### config.mk
export PLATFORM = sky130hd
export DESIGN_NAME = upcount_mod_flat
export DESIGN_NICKNAME = d
export VERILOG_FILES = /design/src/rtl/upcount_if.sv /design/src/rtl/upcount_mod.sv /design/src/flat_wrapper.sv
export SDC_FILE = /design/constraint.sdc
export NUM_CORES = 1
export LEC_CHECK = 0
export BUFFER_PORTS_ARGS = -buffer_cell sky130_fd_sc_hd__clkbuf_2
export CAP_MARGIN = 20
export CORE_MARGIN = 3
export CORE_UTILIZATION = 47
export DETAILED_ROUTE_END_ITERATION = 8
export PLACE_DENSITY = 0.77
export SLEW_MARGIN = 20
export SYNTH_ARGS = -nofsm -noshare
export SYNTH_HDL_FRONTEND = slang
export SYNTH_SLANG_ARGS = --single-unit
### constraint.sdc
create_clock -name clk -period 1.9 [get_ports clk]
set_input_delay 0.38 -clock clk [delete_from_list [all_inputs] [get_ports clk]]
set_output_delay 0.38 -clock clk [all_outputs]
set_load 0.005 [all_outputs]
### src/rtl/upcount_if.sv
// upcount_if: control and status bundle for the loadable up-counter.
// The wraps field exists only when UPCOUNT_WRAPCNT_EN is defined.
interface upcount_if #(parameter int n = 8);
    logic [n-1:0] r;
    logic [n-1:0] limit;
    logic [n-1:0] q;
    logic l;
    logic e;
    logic mode;
    logic tc;
    logic busy;
    logic done;
`ifdef UPCOUNT_WRAPCNT_EN
    logic [7:0] wraps;
    modport master (output r, l, e, limit, mode, input q, tc, busy, done, wraps);
    modport slave (input r, l, e, limit, mode, output q, tc, busy, done, wraps);
`else
    modport master (output r, l, e, limit, mode, input q, tc, busy, done);
    modport slave (input r, l, e, limit, mode, output q, tc, busy, done);
`endif
endinterface

### src/rtl/upcount_mod.sv
// upcount_mod: loadable up-counter to a programmable limit, wrap or one-shot, with terminal-count pulse.
// Defining UPCOUNT_WRAPCNT_EN adds a saturating count of terminal steps on bus.wraps.
module upcount_mod #(parameter int n = 8) (
    input logic clk,
    input logic rst,
    upcount_if.slave bus
);
    typedef enum logic [1:0] {IDLE, COUNT, DONE} state_t;
    state_t state, state_nx;
    logic [n-1:0] q, q_nx;
    logic tc, term;
    // Load outranks counting, so a load edge is never a terminal step
    always_comb begin
        term = state == COUNT && !bus.l && bus.e && q == bus.limit;
        state_nx = bus.l ? COUNT : (term && bus.mode) ? DONE : state;
        q_nx = bus.l ? bus.r : term ? (bus.mode ? q : '0) : (state == COUNT && bus.e) ? q + 1'b1 : q;
    end
    always_ff @(posedge clk or posedge rst) begin
        if (rst) begin
            state <= IDLE;
            q <= '0;
            tc <= 1'b0;
        end else begin
            state <= state_nx;
            q <= q_nx;
            tc <= term;
        end
    end
    assign bus.q = q;
    assign bus.tc = tc;
    assign bus.busy = state == COUNT;
    assign bus.done = state == DONE;
`ifdef UPCOUNT_WRAPCNT_EN
    logic [7:0] wraps;
    always_ff @(posedge clk or posedge rst) begin
        if (rst) wraps <= '0;
        else wraps <= bus.l ? '0 : (term && wraps != 8'hff) ? wraps + 1'b1 : wraps;
    end
    assign bus.wraps = wraps;
`endif
endmodule
### src/flat_wrapper.sv
// flat-port wrapper written by rule: the top's interface ports become plain ports
module upcount_mod_flat 
#(parameter int n = 8)
  (clk, rst, bus_r, bus_l, bus_e, bus_limit, bus_mode, bus_q, bus_tc, bus_busy, bus_done);
  upcount_if #(.n(n)) bus_i ();
  input logic clk;
  input logic rst;
  input wire logic [$bits(bus_i.r)-1:0] bus_r;
  input wire logic [$bits(bus_i.l)-1:0] bus_l;
  input wire logic [$bits(bus_i.e)-1:0] bus_e;
  input wire logic [$bits(bus_i.limit)-1:0] bus_limit;
  input wire logic [$bits(bus_i.mode)-1:0] bus_mode;
  output wire logic [$bits(bus_i.q)-1:0] bus_q;
  output wire logic [$bits(bus_i.tc)-1:0] bus_tc;
  output wire logic [$bits(bus_i.busy)-1:0] bus_busy;
  output wire logic [$bits(bus_i.done)-1:0] bus_done;
  assign bus_i.r = bus_r;
  assign bus_i.l = bus_l;
  assign bus_i.e = bus_e;
  assign bus_i.limit = bus_limit;
  assign bus_i.mode = bus_mode;
  assign bus_q = bus_i.q;
  assign bus_tc = bus_i.tc;
  assign bus_busy = bus_i.busy;
  assign bus_done = bus_i.done;
  upcount_mod #(.n(n)) u_core (.clk(clk), .rst(rst), .bus(bus_i));
endmodule
==> results of run 1 <==
==> cell usage in the layout, fill, tap and decap left out, types with 2 or more instances in the layout <==
master and instances:
xnor2_1 7, o21ai_0 5, clkbuf_4 3, nand3_1 2, a31oi_1 2, clkbuf_2 31
nor2b_1 3, buf_4 3, nand4_1 3, nand2_1 8, a21oi_1 7, inv_1 4
dfrtp_1 11, nand2b_1 4, nor3_1 3, nor2_1 10
==> synth_stat cells (2+ instances only) <==
cell      count  area [um^2]
xnor2_1       7         61.3
nor2b_1       3         18.8
nand4_1       3         18.8
nand2b_1      4         25.0
a31oi_1       2         12.5
nor2_1       10         37.5
dfrtp_1      11          275
inv_1         4         15.0
nand2_1       8         30.0
a21oi_1       7         35.0
nor3_1        3         15.0
nand3_1       2         10.0
clkbuf_1      3         11.3
o21ai_0       5         25.0
==> state kept, by name, indices dropped and copies added, names as in the netlist <==
name	cells
u_core.bus.tc	1
u_core.bus.q	8
u_core.state	2
==> kinds of logic (layout without fill, tap and decap cells) <==
| family | Yosys count | count (layout) | synth area share |
|---|---|---|---|
| adders and majority gates | 1 | 1 | 0.0152 |
| muxes | 1 | 1 | 0.0122 |
| DFF | 11 | 11 | 0.335 |
| buffers and inverters | 9 | 42 | 0.0517 |
| xor gates and xnor gates | 8 | 8 | 0.0944 |
| and+or+nand+nor | 39 | 39 | 0.251 |
| AOI/OAI and AO/OA | 28 | 28 | 0.240 |
==> worst max-delay path: stages (launching register included) <==
cell	delay [ps]
dfrtp_1	460
xnor2_1	200
nand4_1	200
or2_1	420
a221oi_2	290
a21oi_1	60
==> layer usage <==
| metal | part of all wire | routed length, um | GRT usage |
|---|---|---|---|
| met1 | 0.39 | 866 | 0.260 |
| met4 | 0.021 | 46 | 0.0806 |
| met5 | 0 | 0 | 0 |
| met3 | 0.10 | 226 | 0.0338 |
| met2 | 0.48 | 1070 | 0.335 |
==> power by group <==
part | switching (mW) | leakage, nW | internal (mW) | total (mW)
sequential | 0.0379 | 0.129 | 0.259 | 0.297
clock | 0.0847 | 0.0150 | 0.0812 | 0.166
combinational | 0.116 | 0.318 | 0.114 | 0.230
==> final timing paths <==
check | slack [ps] | to | cells past startpoint
hold reg to reg | 550 | u_core.state[0] | 1
max in group asynchronous | 1480 | u_core.bus.q[5] | 2
setup reg to reg | 130 | u_core.bus.q[0] | 5
min in group clk | 340 | u_core.bus.q[0] | 3
setup / recovery | 130 | u_core.bus.q[0] | 5
hold / removal | 90 | u_core.state[1] | 2
==> area by class of cell <==
class	count	area [um^2]	area share
flip-flops and latches	11	275	0.270
well taps	16	20.0	0.0197
repair buffers	34	178	0.174
clock buffers	4	26.3	0.0258
inverters	4	15.0	0.0147
multi-input cells	77	504	0.495
==> out/metrics.yaml, run 1 <==
run_status:
  status: "finished clean"
logic_synthesis:
  synth_nets: 119
  synth-edff-count: 0
  synth_area_per_cell_um2: 8.47
  synth_cell_type_count: 39
  seq_area_frac_synth: 0.335
  synth_ff_type: "dfrtp_1"
  synthCells: 97
  async_flop_share: 1.00
  syn_area_um2: 822
  synth-seq-cells: 11
  yosys_warnings: 0
timing:
  fin_crit_sh: 0.932
  finalSetupTns_ps: 0
  finalCriticalPeriod_ps: 1770
  tightest_slew_ps: 481
  maxSlewHeadroom: 0.679
  hold_slack_ps: 91.7
  setup_viol: 0
  fin_ws_ps: 128
  finalClockSkew_ps: 3.53
  max_freq_ghz: 0.564
  hold_violations: 0
  slew_viol_final: 0
  rsz0062_at_grt: "no"
drt:
  wl_um: 2210
  antenna_left: 0
  drc: 0
  vias: 877
  post_drt_wl_per_cell_um: 15.1
  dr.pass1.iters: 4
  drtIter0Drc: 27
  viasPerCell: 6.01
placement:
  dp_hpwl_um: 1620
  gp_congestion: 0.888
  numPortBuffers: 31
  placed_cell_area_um2: 992
  post-place-ws_ps: 185
  placed_cells: 142
clocking:
  cts_buffers: 3
  clk_pin_slew_ps: 80
  clock_latency_ps: 270
  cts_sinks: 11
  post-cts-setup-buffers: 0
  cts.repair.resized: 0
  cts_tree: "done"
  clockBufferDepth: 2
  htreeDepth: 1
  cts-root-buf: "clkbuf_4"
  cts_hold_buf: 0
floorplanning:
  floorplan.die.width_um: 47.8
  rows: 14
  ios: 32
  fp.dieArea_um2: 2290
  start_util: 0.521
  core-area_um2: 1580
  die_h_um: 47.8
power_and_ir_drop:
  p_leak_nw: 0.462
  power_density_nw_per_um2: 681
  ir_drop_uv: 482
  p_total_mw: 0.693
grt:
  grtUsageTotal: 0.202
  grt_max_degree: 23
  first_global_vias: 763
  grt_pass1_wl_um: 3230
  overflow: 0
  antenna_found_initial: 0
cells_and_area:
  fin_nets: 153
  diodes: 0
  drive_above_1_share: 0.331
  area_growth_pct: 23.9
  fin_cells: 146
  n_fill_cell: 146
  fin_util: 0.646
  fin_area_um2: 1020
critical_path:
  cp.required_ps: 2040
  startpoint: "u_core.bus.q[6]"
  start_kind: "flop"
  r2r-start: "u_core.bus.q[6]"
  path_max_fanout: 9
  crit_path_end_kind: "flop"
  worstSetupPathType: "reg2reg"
  arrival_ps: 1910
min_path:
  hold_path.class: "in2async"
run:
  drv_cap: 0
Note: power is estimated with default switching activity, not from simulation.
==> run 2: changes to the inputs <==
--- a/config.mk
+++ b/config.mk
@@ -11,6 +11,7 @@
 export CORE_UTILIZATION = 47
 export DETAILED_ROUTE_END_ITERATION = 8
 export PLACE_DENSITY = 0.77
+export REMOVE_ABC_BUFFERS = 1
 export SLEW_MARGIN = 20
 export SYNTH_ARGS = -nofsm -noshare
 export SYNTH_HDL_FRONTEND = slang
==> run 2 against run 1 <==
  * Count of clock-buffer cells in the layout unchanged
  * Clock power increased by 2%
  * Critical endpoint is now u_core.bus.q[6]
  * Final area increased by 1.5%
  * First-iteration DRC count decreased by 26%
  * Power increased by 2.2%
  * Global-route usage increased by 1.3 points
  * Register-to-register slack got worse by 20 ps
  * Sequential cell count unchanged
  * Largest cell class unchanged
  * Sequential share of layout area decreased by 0.39 points
  * Sequential power decreased by 2%
==> out/metrics.yaml, run 2 (synthesis gave the netlist of run 1 again) <==
run_status:
  status: "finished clean"
clocking:
  htreeDepth: 1  # unchanged
  cts_sinks: 11  # unchanged
  cts-root-buf: "clkbuf_4"
  cts.repair.resized: 0  # unchanged
  cts_buffers: 3  # unchanged
  clk_pin_slew_ps: 80  # about the same
  cts_tree: "done"
  clockBufferDepth: 2  # unchanged
  post-cts-setup-buffers: 0  # unchanged
  clock_latency_ps: 270  # about the same
  cts_hold_buf: 0  # unchanged
drt:
  wl_um: 2250  # +1.9%
  drc: 0  # unchanged
  vias: 902  # +2.9%
  dr.pass1.iters: 5  # +1
  post_drt_wl_per_cell_um: 15.2  # +0.48%
  viasPerCell: 6.09  # +1.5%
  antenna_left: 0  # unchanged
  drtIter0Drc: 20  # -26%
cells_and_area:
  top_register: "u_core.bus.q"
  largest_register_ffs: 8  # unchanged
  fin_nets: 155  # +1.3%
  n_fill_cell: 143  # -2.1%
  final_common_cell: "clkbuf_2"
  reg_top3: "u_core.bus.q: 8 flops, u_core.state: 2 flops, u_core.bus.tc: 1 flops"
  area_growth_pct: 25.7
  drive_above_1_share: 0.341  # +0.0101
  diodes: 0  # unchanged
  final_cell_mix: "clkbuf_2 (31), dfrtp_1 (11), nor2_1 (10), nand2_1 (8)"
critical_path:
  arrival_ps: 1960  # +50 ps
  worstSetupPathType: "reg2reg"
  start_kind: "flop"
  cp_slowest_cell: "dfrtp_1"
  r2r_end: "u_core.bus.q[6]"
  cp.required_ps: 2060  # +20 ps
  path_cells: "ha_1, nand3_1, or2_2, a32oi_1, o41a_1, o21ai_0"
  r2r-start: "u_core.bus.q[0]"
  r2r_slack_ps: 110  # -20 ps
  max_stage_delay_ps: 510  # +50 ps
  path_max_fanout: 7  # -2
  crit_path_end_kind: "flop"
  worstRegToRegCells: 6  # +1
timing:
  max_freq_ghz: 0.558  # -1.1%
  fin_crit_sh: 0.943  # +0.0103
  finalClockSkew_ps: 4.18  # +0.643 ps
  tightest_slew_ps: 441  # -39.7 ps
  hold_slack_ps: 76.4  # -15.3 ps
  setup_viol: 0  # unchanged
  maxSlewHeadroom: 0.704  # +0.0250
  finalSetupTns_ps: 0  # unchanged
  hold_violations: 0  # unchanged
  slew_viol_final: 0  # unchanged
  rsz0062_at_grt: "no"
  finalCriticalPeriod_ps: 1790  # +19.5 ps
placement:
  numPortBuffers: 31  # unchanged
  dp_hpwl_um: 1700  # +4.6%
  gp_congestion: 0.817  # -8.1%
grt:
  first_global_vias: 821  # +7.6%
  overflow: 0  # unchanged
  grt_pass1_wl_um: 3440  # +6.6%
  grtUsageTotal: 0.215  # +0.0133
  antenna_found_initial: 0  # unchanged
  grt_max_degree: 23  # unchanged
min_path:
  hold_path.class: "in2async"
run:
  drv_cap: 0  # unchanged
power_and_ir_drop:
  p_leak_nw: 0.472  # +2.1%
  power_density_nw_per_um2: 685  # +0.70%
  ir_drop_uv: 466  # -3.3%
floorplanning:
  fp.dieArea_um2: 2290  # unchanged
  start_util: 0.521  # unchanged
  ios: 32  # unchanged
  floorplan.die.width_um: 47.8  # unchanged
  die_h_um: 47.8  # unchanged
  rows: 14  # unchanged
  core-area_um2: 1580  # unchanged
[run 2: cell count changes in the layout (fill, tap and decap cells not counted)]
| cell | change |
|---|---|
| buf_4 | +2 |
[run 2: layout make-up]
class / count / area, um^2 / area share
tap: 16 / 20.0 / 0.0194
multi-input combinational: 77 / 504 / 0.488
clock buffer: 4 / 26.3 / 0.0254
inverter: 4 / 15.0 / 0.0145
timing repair buffer: 36 / 193 / 0.186
sequential: 11 / 275 / 0.266
[run 2: power breakdown]
group	internal, mW	switching, mW
sequential	0.259	0.0331
combinational	0.122	0.124
clock	0.0814	0.0882
[run 2: worst max-delay path, delay by kind of cell, from the launching register on]
family	cells	cell delay, ps
flip-flops	1	510
AO/OA/AOI/OAI	3	430
AND/OR/NAND/NOR	2	470
adder cells (fa/ha/maj)	1	260
[run 2: layer usage]
layer	track usage	wire, um
met1	0.254	865
met2	0.356	1090
met3	0.0414	220
met4	0.134	70
met5	0	0
[run 2: worst max path at each step]
stage                                from         endpoint  slack, ps  cells past startpoint
after CTS                 u_core.bus.q[0]  u_core.bus.q[6]        160                      6
after detailed placement  u_core.bus.q[0]  u_core.bus.q[6]        170                      6
after global routing      u_core.bus.q[0]  u_core.bus.q[6]         30                      6
final                     u_core.bus.q[0]  u_core.bus.q[6]        110                      6
after floorplan           u_core.bus.q[0]  u_core.bus.q[6]        340                      6
after global placement    u_core.bus.q[0]  u_core.bus.q[6]        230                      6
[run 2: metrics by stage]
step / worst slack, ps / power, mW / area, um^2 / utilization / instances
after floorplan: 338 / 0.426 / 795 / - / 92
after global placement: 227 / 0.530 / 1010 / 0.639 / 144
after detailed placement: 171 / 0.541 / 1010 / 0.639 / 144
after CTS: 159 / 0.707 / 1030 / 0.656 / 148
after global routing: 25.8 / 0.748 / 1030 / 0.656 / 148
final: 109 / 0.708 / 1030 / 0.656 / 148
==> run 3: changes to the inputs <==
--- a/config.mk
+++ b/config.mk
@@ -7,8 +7,11 @@
 export LEC_CHECK = 0
 export BUFFER_PORTS_ARGS = -buffer_cell sky130_fd_sc_hd__clkbuf_2
 export CAP_MARGIN = 20
+export CELL_PAD_IN_SITES_DETAIL_PLACEMENT = 1
+export CELL_PAD_IN_SITES_GLOBAL_PLACEMENT = 2
+export CORE_ASPECT_RATIO = 0.5
 export CORE_MARGIN = 3
-export CORE_UTILIZATION = 47
+export CORE_UTILIZATION = 26
 export DETAILED_ROUTE_END_ITERATION = 8
 export PLACE_DENSITY = 0.77
 export REMOVE_ABC_BUFFERS = 1
==> run 3 against run 2 <==
  * First-iteration DRC count rose to 4.5 times the previous value
  * Setup slack improved by 63 ps
  * Critical endpoint is now u_core.bus.q[0]
  * Fmax increased by 3.6%
  * Final cell count is 15% higher
  * Largest power group unchanged
  * Hold slack improved by 48 ps
  * Critical path depth decreased by 1
==> out/metrics.yaml, run 3 (synthesis gave the netlist of run 1 again) <==
cells_and_area:
  reg_top3: "u_core.bus.q: 8 flops, u_core.state: 2 flops, u_core.bus.tc: 1 flops"
  top_register: "u_core.bus.q"
  fin_cells: 170  # +15%
  final_cell_mix: "clkbuf_2 (31), dfrtp_1 (11), nor2_1 (10), nand2_1 (8)"
  n_fill_cell: 358  # +150%
  diodes: 0  # unchanged
  area_growth_pct: 32.1
  multi_input_area_um2: 504  # unchanged
  largest_register_ffs: 8  # unchanged
  drive_above_1_share: 0.346  # +0.00496
  regArea_um2: 275  # unchanged
  final_common_cell: "clkbuf_2"
  fin_nets: 156  # +0.65%
timing:
  maxSlewHeadroom: 0.677  # -0.0268
  slew_viol_final: 0  # unchanged
  max_freq_ghz: 0.579  # +3.6%
  finalCriticalPeriod_ps: 1730  # -63.0 ps
  fin_crit_sh: 0.910  # -0.0332
  rsz0062_at_grt: "no"
  finalSetupTns_ps: 0  # unchanged
  hold_violations: 0  # unchanged
  tightest_slew_ps: 483  # +42.3 ps
  setup_viol: 0  # unchanged
  finalClockSkew_ps: 0.897  # -3.28 ps
  fin_ws_ps: 172  # +63.0 ps
clocking:
  cts_tree: "done"
  clock_latency_ps: 250  # -20 ps
  cts_buffers: 3  # unchanged
  post-cts-setup-buffers: 0  # unchanged
  clockBufferDepth: 2  # unchanged
  cts.repair.resized: 0  # unchanged
  cts_hold_buf: 0  # unchanged
  clk_pin_slew_ps: 50  # -30 ps
  htreeDepth: 1  # unchanged
  cts-root-buf: "clkbuf_8"
  cts_sinks: 11  # unchanged
placement:
  post-place-ws_ps: 168  # -2.43 ps
  placed_cells: 166  # +15%
  gp_congestion: 0.771  # -5.6%
  numPortBuffers: 31  # unchanged
  dp_hpwl_um: 2100  # +24%
drt:
  drtIter0Drc: 89  # +350%
  drc: 0  # unchanged
  post_drt_wl_per_cell_um: 15.6  # +2.5%
  antenna_left: 0  # unchanged
  wl_um: 2650  # +18%
  dr.pass1.iters: 4  # -1
  vias: 852  # -5.5%
  viasPerCell: 5.01  # -18%
floorplanning:
  core-area_um2: 2800  # +77%
  fp.dieArea_um2: 3910  # +71%
  start_util: 0.294  # -0.228
  floorplan.die.width_um: 85.5  # +79%
  ios: 32  # unchanged
  rows: 13  # -1
  die_h_um: 45.8  # -4.3%
critical_path:
  worstSetupPathType: "reg2reg"
  start_kind: "flop"
  path_max_fanout: 9  # +2
  cp.required_ps: 2010  # -50 ps
  crit_path_end_kind: "flop"
  arrival_ps: 1840  # -120 ps
run:
  drv_cap: 0  # unchanged
grt:
  grtUsageTotal: 0.143  # -0.0721
  first_global_vias: 841  # +2.4%
  grt_max_degree: 23  # unchanged
  overflow: 0  # unchanged
  grt_pass1_wl_um: 4170  # +21%
  antenna_found_initial: 0  # unchanged
power_and_ir_drop:
  p_total_mw: 0.788  # +11%
  ir_drop_uv: 231  # -50%
  p_leak_nw: 0.486  # +3.0%
  power_density_nw_per_um2: 725  # +5.8%
min_path:
  hold_path.class: "in2async"
run_status:
  status: "finished clean"
[run 3: cell count changes in the layout (fill, tap and decap cells not counted), sizes merged]
cell  before  now
buf        5    6
[run 3: path summary, 6_finish.rpt]
path | startpoint | to | slack, ps | depth (start not counted)
setup / recovery | u_core.bus.q[1] | u_core.bus.q[0] | 170 | 5
hold / removal | rst | u_core.bus.q[5] | 120 | 2
setup reg to reg | u_core.bus.q[1] | u_core.bus.q[0] | 170 | 5
hold reg to reg | u_core.state[0] | u_core.state[0] | 550 | 1
max in group asynchronous | rst | u_core.bus.q[6] | 1450 | 2
min in group clk | bus_r[0] | u_core.bus.q[0] | 360 | 3
[run 3: layout make-up]
type / instances / area share
Timing Repair Buffer: 37 / 0.184
Clock buffer: 4 / 0.0415
Multi-Input combinational cell: 77 / 0.464
Inverter: 4 / 0.0138
Sequential cell: 11 / 0.253
Tap cell: 37 / 0.0426
[run 3: through the flow]
step / cell area, um^2 / util / hold slack, ps
6_report: 1090 / 0.388 / 125
5_1_grt: 1090 / 0.388 / 166
4_1_cts: 1090 / 0.388 / 148
3_5_place_dp: 1040 / 0.372 / 409
3_3_place_gp: 1040 / 0.372 / 392
2_1_floorplan: 795 / - / 232
[run 3: critical path, stage by stage, from the launching register on]
cell and delay (ps):
dfrtp_1 460, xnor2_1 220, nand4_2 190, or2_1 390
a221oi_2 270, a21oi_1 60
[run 3: metal layers]
metal	global-route usage	wire length, um	vias up	part of all wire
met4	0.0379	17	0	0.0064
met1	0.200	1280	404	0.48
li1	-	-	421	-
met3	0.0379	141	2	0.053
met2	0.222	1200	25	0.45
met5	0	0	-	0
[run 3: where the power goes]
group          switching (mW)  internal (mW)
clock network          0.0987          0.148
logic                   0.128          0.120
registers              0.0335          0.260
total                   0.260          0.528
